$ cat config.mk
export PLATFORM = sky130hd
export DESIGN_NAME = audio_sample_feeder_flat
export DESIGN_NICKNAME = d
export VERILOG_FILES = /design/src/rtl/audio_pkg.sv /design/src/rtl/audio_sample_feeder_if.sv /design/src/rtl/audio_sample_fifo.sv /design/src/rtl/audio_sample_feeder.sv /design/src/flat_wrapper.sv
export SDC_FILE = /design/constraint.sdc
export NUM_CORES = 1
export LEC_CHECK = 0
export ABC_AREA = 1
export BUFFER_PORTS_ARGS = -buffer_cell sky130_fd_sc_hd__buf_2
export CORE_MARGIN = 8
export CORE_UTILIZATION = 40
export CTS_CLUSTER_DIAMETER = 80
export DETAILED_ROUTE_END_ITERATION = 7
export SLEW_MARGIN = 40
export SYNTH_ARGS = -nofsm -noshare
export SYNTH_HDL_FRONTEND = slang
export SYNTH_SLANG_ARGS = --single-unit
$ cat constraint.sdc
create_clock -name clk -period 3.9 [get_ports clk]
set_clock_uncertainty 0.05 [all_clocks]
set_input_delay 0.195 -clock clk [delete_from_list [all_inputs] [get_ports clk]]
set_output_delay 0.195 -clock clk [all_outputs]
set_load 0.01 [all_outputs]
$ cat src/rtl/audio_pkg.sv
// rtl/audio_pkg.sv - shared register map, bit positions and helpers for the audio sample feeder
package audio_pkg;

    localparam logic [15:0] REG_DATA  = 16'h0000;
    localparam logic [15:0] REG_RATE  = 16'h0004;
    localparam logic [15:0] REG_CTRL  = 16'h0008;
    localparam logic [15:0] REG_LEVEL = 16'h000C;

    localparam int ST_EMPTY     = 0;
    localparam int ST_FULL      = 1;
    localparam int ST_UNDERRUN  = 2;
    localparam int ST_OVF       = 3;
    localparam int ST_LEVEL_LSB = 16;

    localparam int CTRL_ENABLE = 0;
    localparam int CTRL_FLUSH  = 1;

    localparam logic [7:0] SILENCE = 8'h80;

    function automatic logic [31:0] status_word(
        input logic       empty,
        input logic       full,
        input logic       underrun,
        input logic       ovf,
        input logic [7:0] level
    );
        logic [31:0] s;
        s = '0;
        s[ST_EMPTY]    = empty;
        s[ST_FULL]     = full;
        s[ST_UNDERRUN] = underrun;
        s[ST_OVF]      = ovf;
        s[ST_LEVEL_LSB +: 8] = level;
        return s;
    endfunction

endpackage

$ cat src/rtl/audio_sample_feeder_if.sv
// rtl/audio_sample_feeder_if.sv - control bus bundle (ctrl_wr/rd/addr/wdat -> rdat/done)
interface audio_sample_feeder_if;
    logic [3:0]  ctrl_wr;
    logic        ctrl_rd;
    logic [15:0] ctrl_addr;
    logic [31:0] ctrl_wdat;
    logic [31:0] ctrl_rdat;
    logic        ctrl_done;

    modport master (
        output ctrl_wr, ctrl_rd, ctrl_addr, ctrl_wdat,
        input  ctrl_rdat, ctrl_done
    );

    modport slave (
        input  ctrl_wr, ctrl_rd, ctrl_addr, ctrl_wdat,
        output ctrl_rdat, ctrl_done
    );
endinterface

$ cat src/rtl/audio_sample_fifo.sv
// rtl/audio_sample_fifo.sv - synchronous sample FIFO with registered read
// Ports: clk, resetn; push/push_data, pop, flush in; rd_data (last popped), full, empty, level out.
module audio_sample_fifo
    import audio_pkg::*;
#(
    parameter int DEPTH = 16,
    localparam int AW = $clog2(DEPTH),
    localparam int LW = AW + 1
) (
    input  logic          clk,
    input  logic          resetn,
    input  logic          push,
    input  logic [7:0]    push_data,
    input  logic          pop,
    input  logic          flush,
    output logic [7:0]    rd_data,
    output logic          full,
    output logic          empty,
    output logic [LW-1:0] level
);
    logic [7:0]    mem [DEPTH];
    logic [AW-1:0] wr_ptr;
    logic [AW-1:0] rd_ptr;
    logic          push_ok;
    logic          pop_ok;

    assign full  = (level == LW'(DEPTH));
    assign empty = (level == '0);

    // A pop frees the slot the push needs, so a full FIFO still accepts a
    // push in a popping cycle. Flush overrides both.
    assign pop_ok  = pop && !empty && !flush;
    assign push_ok = push && !flush && (!full || pop_ok);

    always_ff @(posedge clk) begin
        if (push_ok) begin
            mem[wr_ptr] <= push_data;
        end
    end

    always_ff @(posedge clk) begin
        if (!resetn) begin
            wr_ptr  <= '0;
            rd_ptr  <= '0;
            level   <= '0;
            rd_data <= SILENCE;
        end else if (flush) begin
            wr_ptr <= '0;
            rd_ptr <= '0;
            level  <= '0;
        end else begin
            if (push_ok) begin
                wr_ptr <= wr_ptr + 1'b1;
            end
            if (pop_ok) begin
                rd_data <= mem[rd_ptr];
                rd_ptr  <= rd_ptr + 1'b1;
            end
            level <= level + LW'(push_ok) - LW'(pop_ok);
        end
    end

endmodule

$ cat src/rtl/audio_sample_feeder.sv
// rtl/audio_sample_feeder.sv - bus-fed sample FIFO with programmable rate pacer for the PWM stage
// Ports: clk, resetn; ctrl (slave bus: wr/rd/addr/wdat -> rdat/done);
// sample_data/sample_valid to PWM; irq low-water output when AUDIO_FEEDER_IRQ_EN is defined.
module audio_sample_feeder
    import audio_pkg::*;
#(
    parameter int DEPTH       = 16,
    parameter int DEFAULT_DIV = 2499
) (
    input  logic                  clk,
    input  logic                  resetn,
    audio_sample_feeder_if.slave  ctrl,
    output logic [7:0]            sample_data,
    output logic                  sample_valid
`ifdef AUDIO_FEEDER_IRQ_EN
    ,
    output logic                  irq
`endif
);
    localparam int LW = $clog2(DEPTH) + 1;

    logic          done_q;
    logic [31:0]   rdat_q;
    logic          enable_q;
    logic [15:0]   rate_div_q;
    logic [15:0]   cnt_q;
    logic          underrun_q;
    logic          ovf_q;
    logic          valid_q;
    logic          src_fifo_q;

    logic          fifo_full;
    logic          fifo_empty;
    logic [LW-1:0] fifo_level;
    logic [7:0]    fifo_rd_data;
    logic [8:0]    level_ext;

    logic          is_wr;
    logic          access;
    logic          wr_access;
    logic          rd_access;
    logic          push;
    logic          flush;
    logic          status_rd;
    logic          tick;
    logic          underrun_evt;
    logic          ovf_evt;
    logic [31:0]   rd_mux;
    logic          unused_bits;

    assign is_wr     = |ctrl.ctrl_wr;
    assign access    = (is_wr || ctrl.ctrl_rd) && !done_q;
    assign wr_access = access && is_wr;
    assign rd_access = access && !is_wr;

    assign push      = wr_access && (ctrl.ctrl_addr == REG_DATA);
    assign flush     = wr_access && (ctrl.ctrl_addr == REG_CTRL) && ctrl.ctrl_wdat[CTRL_FLUSH];
    assign status_rd = rd_access && (ctrl.ctrl_addr == REG_DATA);

    assign tick         = enable_q && (cnt_q == '0);
    // The tick's pop sees the pre-push state, so an empty FIFO underruns even
    // if a push lands in the same cycle. Flush suppresses both sticky events.
    assign underrun_evt = tick && fifo_empty && !flush;
    assign ovf_evt      = push && fifo_full && !tick && !flush;

    assign level_ext   = 9'(fifo_level);
    assign unused_bits = ^{ctrl.ctrl_wdat[31:16], level_ext[8]};

    audio_sample_fifo #(.DEPTH(DEPTH)) u_fifo (
        .clk       (clk),
        .resetn    (resetn),
        .push      (push),
        .push_data (ctrl.ctrl_wdat[7:0]),
        .pop       (tick),
        .flush     (flush),
        .rd_data   (fifo_rd_data),
        .full      (fifo_full),
        .empty     (fifo_empty),
        .level     (fifo_level)
    );

    always_comb begin
        rd_mux = '0;
        case (ctrl.ctrl_addr)
            REG_DATA:  rd_mux = status_word(fifo_empty, fifo_full, underrun_q, ovf_q, level_ext[7:0]);
            REG_RATE:  rd_mux = {16'h0000, rate_div_q};
            REG_CTRL:  rd_mux = {31'h0, enable_q};
            REG_LEVEL: rd_mux = {24'h0, level_ext[7:0]};
            default:   rd_mux = '0;
        endcase
    end

    always_ff @(posedge clk) begin
        if (!resetn) begin
            done_q     <= 1'b0;
            rdat_q     <= '0;
            enable_q   <= 1'b0;
            rate_div_q <= 16'(DEFAULT_DIV);
            cnt_q      <= 16'(DEFAULT_DIV);
            underrun_q <= 1'b0;
            ovf_q      <= 1'b0;
            valid_q    <= 1'b0;
            src_fifo_q <= 1'b0;
        end else begin
            done_q <= access;
            rdat_q <= rd_access ? rd_mux : '0;

            if (wr_access && (ctrl.ctrl_addr == REG_RATE)) begin
                rate_div_q <= ctrl.ctrl_wdat[15:0];
            end
            if (wr_access && (ctrl.ctrl_addr == REG_CTRL)) begin
                enable_q <= ctrl.ctrl_wdat[CTRL_ENABLE];
            end

            // Reload on disable or tick only, so a new RATE_DIV applies at the next reload.
            if (!enable_q || tick) begin
                cnt_q <= rate_div_q;
            end else begin
                cnt_q <= cnt_q - 16'd1;
            end

            // Event in the same cycle as the clearing read wins.
            underrun_q <= (underrun_q && !status_rd) || underrun_evt;
            ovf_q      <= (ovf_q && !status_rd) || ovf_evt;

            valid_q <= tick;
            if (tick) begin
                src_fifo_q <= !fifo_empty && !flush;
            end
        end
    end

    // fifo_rd_data only changes on a real pop, so selecting between it and
    // silence holds the last presented sample between ticks.
    assign sample_data  = src_fifo_q ? fifo_rd_data : SILENCE;
    assign sample_valid = valid_q;

    assign ctrl.ctrl_done = done_q;
    assign ctrl.ctrl_rdat = rdat_q;

`ifdef AUDIO_FEEDER_IRQ_EN
    logic [7:0] thresh_q;

    always_ff @(posedge clk) begin
        if (!resetn) begin
            thresh_q <= '0;
            irq      <= 1'b0;
        end else begin
            if (wr_access && (ctrl.ctrl_addr == REG_LEVEL)) begin
                thresh_q <= ctrl.ctrl_wdat[7:0];
            end
            irq <= enable_q && (level_ext <= {1'b0, thresh_q});
        end
    end
`endif

endmodule

$ cat src/flat_wrapper.sv
// flat-port wrapper written by rule: the top's interface ports become plain ports
module audio_sample_feeder_flat import audio_pkg::*;
#(
    parameter int DEPTH       = 16,
    parameter int DEFAULT_DIV = 2499
)
  (clk, resetn, sample_data, sample_valid, ctrl_ctrl_wr, ctrl_ctrl_rd, ctrl_ctrl_addr, ctrl_ctrl_wdat, ctrl_ctrl_rdat, ctrl_ctrl_done);
  audio_sample_feeder_if ctrl_i ();
  input  logic clk;
  input  logic resetn;
  output logic [7:0] sample_data;
  output logic sample_valid;
  input wire logic [$bits(ctrl_i.ctrl_wr)-1:0] ctrl_ctrl_wr;
  input wire logic [$bits(ctrl_i.ctrl_rd)-1:0] ctrl_ctrl_rd;
  input wire logic [$bits(ctrl_i.ctrl_addr)-1:0] ctrl_ctrl_addr;
  input wire logic [$bits(ctrl_i.ctrl_wdat)-1:0] ctrl_ctrl_wdat;
  output wire logic [$bits(ctrl_i.ctrl_rdat)-1:0] ctrl_ctrl_rdat;
  output wire logic [$bits(ctrl_i.ctrl_done)-1:0] ctrl_ctrl_done;
  assign ctrl_i.ctrl_wr = ctrl_ctrl_wr;
  assign ctrl_i.ctrl_rd = ctrl_ctrl_rd;
  assign ctrl_i.ctrl_addr = ctrl_ctrl_addr;
  assign ctrl_i.ctrl_wdat = ctrl_ctrl_wdat;
  assign ctrl_ctrl_rdat = ctrl_i.ctrl_rdat;
  assign ctrl_ctrl_done = ctrl_i.ctrl_done;
  audio_sample_feeder #(.DEPTH(DEPTH), .DEFAULT_DIV(DEFAULT_DIV)) u_core (.clk(clk), .resetn(resetn), .ctrl(ctrl_i), .sample_data(sample_data), .sample_valid(sample_valid));
endmodule
==> run summary <==
Status -> finished, final reports clean
Chip Height -> 165 µm
Antenna cells -> 0
Asr flop ratio synth -> 0%
Antenna Nets Post-Route -> 0
Clk buf depth -> 3
CTS tree -> built
Cells after synthesis -> 878
Post-synth EDFFs -> 128
Hold path startpoint -> ctrl_ctrl_wr[3]
Least-Margin Pin Slew -> 0.795 ns
Dpl hpwl -> 13600 µm
Area occupied by registers -> 5450 µm²
Io pins -> 97
Placer Congestion -> 0.812
Clock Sinks -> 208
First-pass GRT wire length -> 33200 µm
Fmax -> 319 MHz
Final worst setup slack -> 0.761 ns
Unique masters post-synth -> 44
DRC Markers -> 0
Finished Cell Area -> 10200 µm²
Worst IR drop on VDD -> 0.000288 V
Htree depth -> 1
Share of cells above drive strength 1 -> 15.7%
Cell count of the worst hold path -> 5
Vias -> 6360
Fin. Hold Viols -> 0
Pwr/cell area -> 425 nW/µm²
Die ar. -> 27100 µm²
Min-delay worst type -> input port to flip-flop
Starting density of the core -> 40.6%
Final Cycle Share -> 80.5%
DR WL/cell -> 16.8 µm
Top FF cell, synth -> edfxtp_1
# fillers -> 2038
Crit-path most repeated cell -> inv_1
CTS resizes -> 0
Top-area cell type share of the netlist area -> 43.6%
Reg2reg start -> u_core.cnt_q[0]$_SDFF_PN1_
Synthesized flop and latch total -> 208
Worst Setup Start Kind -> flip-flop
Crit path DAT -> 3.46 ns
Fin nets -> 1026
Avg Cell Area, Syn -> 10.0 µm²
Syn-to-layout area delta -> 15.7%
Area used by multi-input combinational logic -> 2900 µm²
CP startpoint -> u_core.cnt_q[0]$_SDFF_PN1_
Unrepaired setup endpoints after global routing -> false
TritonRoute pass-1 iters -> 4
Starting DRC count in detailed routing -> 481
Pin count of the biggest net entering global routing -> 68
Dpl ws -> 0.809 ns
Post-DP Area -> 9440 µm²
CP Capture Type -> flip-flop
Final setup TNS -> 0 ns
Most frequent cell after synthesis -> nor2_1
CTS Buf Count -> 22
Grt ovf -> 0
Gr usage total -> 15.5%
Final wirelength -> 21000 µm
CTS Root Cell -> clkbuf_16
CP cell instances -> inv_1, ha_1, nand2_1, nor2_2, nand3_2, nor2_4, nand2_4, nand2_4, nand2_4, ha_1, inv_1, ha_1, inv_1, fa_1, inv_1, a21oi_1, nor2_1, nor2_1, xor2_1, inv_1, nor2_1
Crit path max fanout -> 15
Port Buf Inserts -> 69
WP depth -> 21
CP top delay family -> simple AND/OR/NAND/NOR gates
DR vias/cell -> 5.09
Row count -> 54
Critical path's slowest cell -> fa_1
Slew margin rel. -> 46.8%
Min cycle time layout -> 3.14 ns
Leading area contributor after synthesis -> edfxtp_1
Area of the mapped netlist -> 8820 µm²
Most instantiated cells after synthesis -> 158 x nor2_1, 128 x edfxtp_1, 96 x o21ai_0, 88 x nand2_1, 80 x dfxtp_1
Total number of yosys warnings -> 0
Worst-path clk slew -> 0.06 ns
Maxcap violations -> 0
Total chip power -> 4340 µW
Static leakage -> 0.00383 µW
Die W -> 165 µm
Sequential element share of the synthesized area -> 61.7%
Top post-synthesis cells by area -> edfxtp_1 44%, dfxtp_1 18%, nor2_1 6.7%
Initial antenna violation count -> 0
CP Data Required Time -> 4.22 ns
Final Max Tran Viols -> 0
Buf/Inv on CP -> 5
Worst reg2reg path depth -> 21
Clock Latency Late Sink -> 0.50 ns
Vias in the first global route -> 6223
Slowest stage delay, CP -> 0.38 ns
Kind of critical path -> flip-flop to flip-flop
Final Setup Violations -> 0
Core box area -> 21800 µm²
==> logic make-up after synthesis <==
group | count (synthesis) | synth area share [%]
other | 1 | 0.0425
buffers and inverters | 121 | 5.96
DFF | 208 | 61.7
and+or+nand+nor | 340 | 16.9
xor gates and xnor gates | 6 | 0.596
AOI/OAI and AO/OA | 188 | 12.8
adders and majority gates | 14 | 2.07
==> layout make-up <==
cell class	instances	share of cell area (%)
tap	280	3.43
multi-input combinational	559	28.4
inverter	70	2.57
timing repair buffer	96	5.74
sequential	208	53.4
clock inverter	2	0.0981
clock buffer	34	6.35
==> stage by stage <==
stage	utilization, %	cells	hold slack, ns
global placement	43.4	1203	0.371
floorplan	-	888	0.244
detailed placement	43.4	1203	0.379
global route	46.9	1249	0.0628
CTS	46.9	1249	0.0364
finish	46.9	1249	0.0458
==> power breakdown <==
group	switching [µW]	internal (µW)
Sequential	0.947	2330
Combinational	57.6	26.1
Clock	793	1130
==> state kept, by name (all words and copies together), names as in the netlist <==
signal / flops
u_core.underrun_q: 1
u_core.src_fifo_q: 1
u_core.u_fifo.rd_ptr: 4
u_core.u_fifo.mem: 128
u_core.sample_valid: 1
u_core.cnt_q: 16
u_core.u_fifo.rd_data: 8
u_core.enable_q: 1
u_core.u_fifo.wr_ptr: 4
u_core.u_fifo.level: 5
u_core.rate_div_q: 16
u_core.ctrl.ctrl_done: 1
u_core.ctrl.ctrl_rdat: 21
u_core.ovf_q: 1
==> tightest hold or removal path: stages <==
cell and delay, ns:
buf_2 0.07, nor2_1 0.04, nand2_1 0.07, nor2_1 0.05, nor3_1 0.11
==> cells in the final DEF, fill, tap and decap left out, types with 2 or more instances in the layout <==
master | synthesis | layout
o21ai_0 | 96 | 96
nor2_1 | 158 | 156
buf_2 | 9 | 69
inv_1 | 66 | 64
xor2_1 | 4 | 4
o221ai_1 | 11 | 11
nand4_1 | 5 | 5
dlygate4sd3_1 | 0 | 10
clkinv_1 | 1 | 3
nand3_1 | 29 | 29
ha_1 | 13 | 13
xnor2_1 | 2 | 2
nand2_4 | 3 | 3
a31oi_1 | 6 | 6
clkbuf_8 | 0 | 3
nand2_1 | 88 | 88
conb_1 | 1 | 11
inv_2 | 3 | 3
clkinv_2 | 0 | 2
a21oi_1 | 33 | 33
nor3_4 | 1 | 2
clkbuf_1 | 25 | 7
buf_4 | 14 | 16
nor2_2 | 6 | 8
or2_2 | 2 | 2
nand2_2 | 4 | 4
edfxtp_1 | 128 | 128
clkbuf_16 | 0 | 23
o211ai_1 | 25 | 25
dfxtp_1 | 80 | 79
o21ai_1 | 4 | 4
nor2_4 | 4 | 4
nor3_1 | 34 | 34
a211oi_2 | 8 | 8
==> routing by layer <==
metal / share of wire [%] / GRT usage (%)
met5: 0 / 0
met4: 1.4 / 3.85
met3: 5.1 / 2.62
met2: 46 / 25.5
met1: 47 / 21.0
==> repair_timing <==
item,4_1_cts,5_1_grt
buffers inserted,0,0
endpoints found under the hold margin,11,0
hold buffers,10,0
==> final timing paths <==
check	endpoint	slack [ns]
max	u_core.u_fifo.level[4]$_SDFF_PP0_	0.76
min	u_core.ctrl.ctrl_done$_SDFF_PN0_	0.05
min reg2reg	u_core.cnt_q[0]$_SDFF_PN1_	0.40
max reg2reg	u_core.u_fifo.level[4]$_SDFF_PP0_	0.76
No activity file was read; power rests on OpenSTA's default activity.
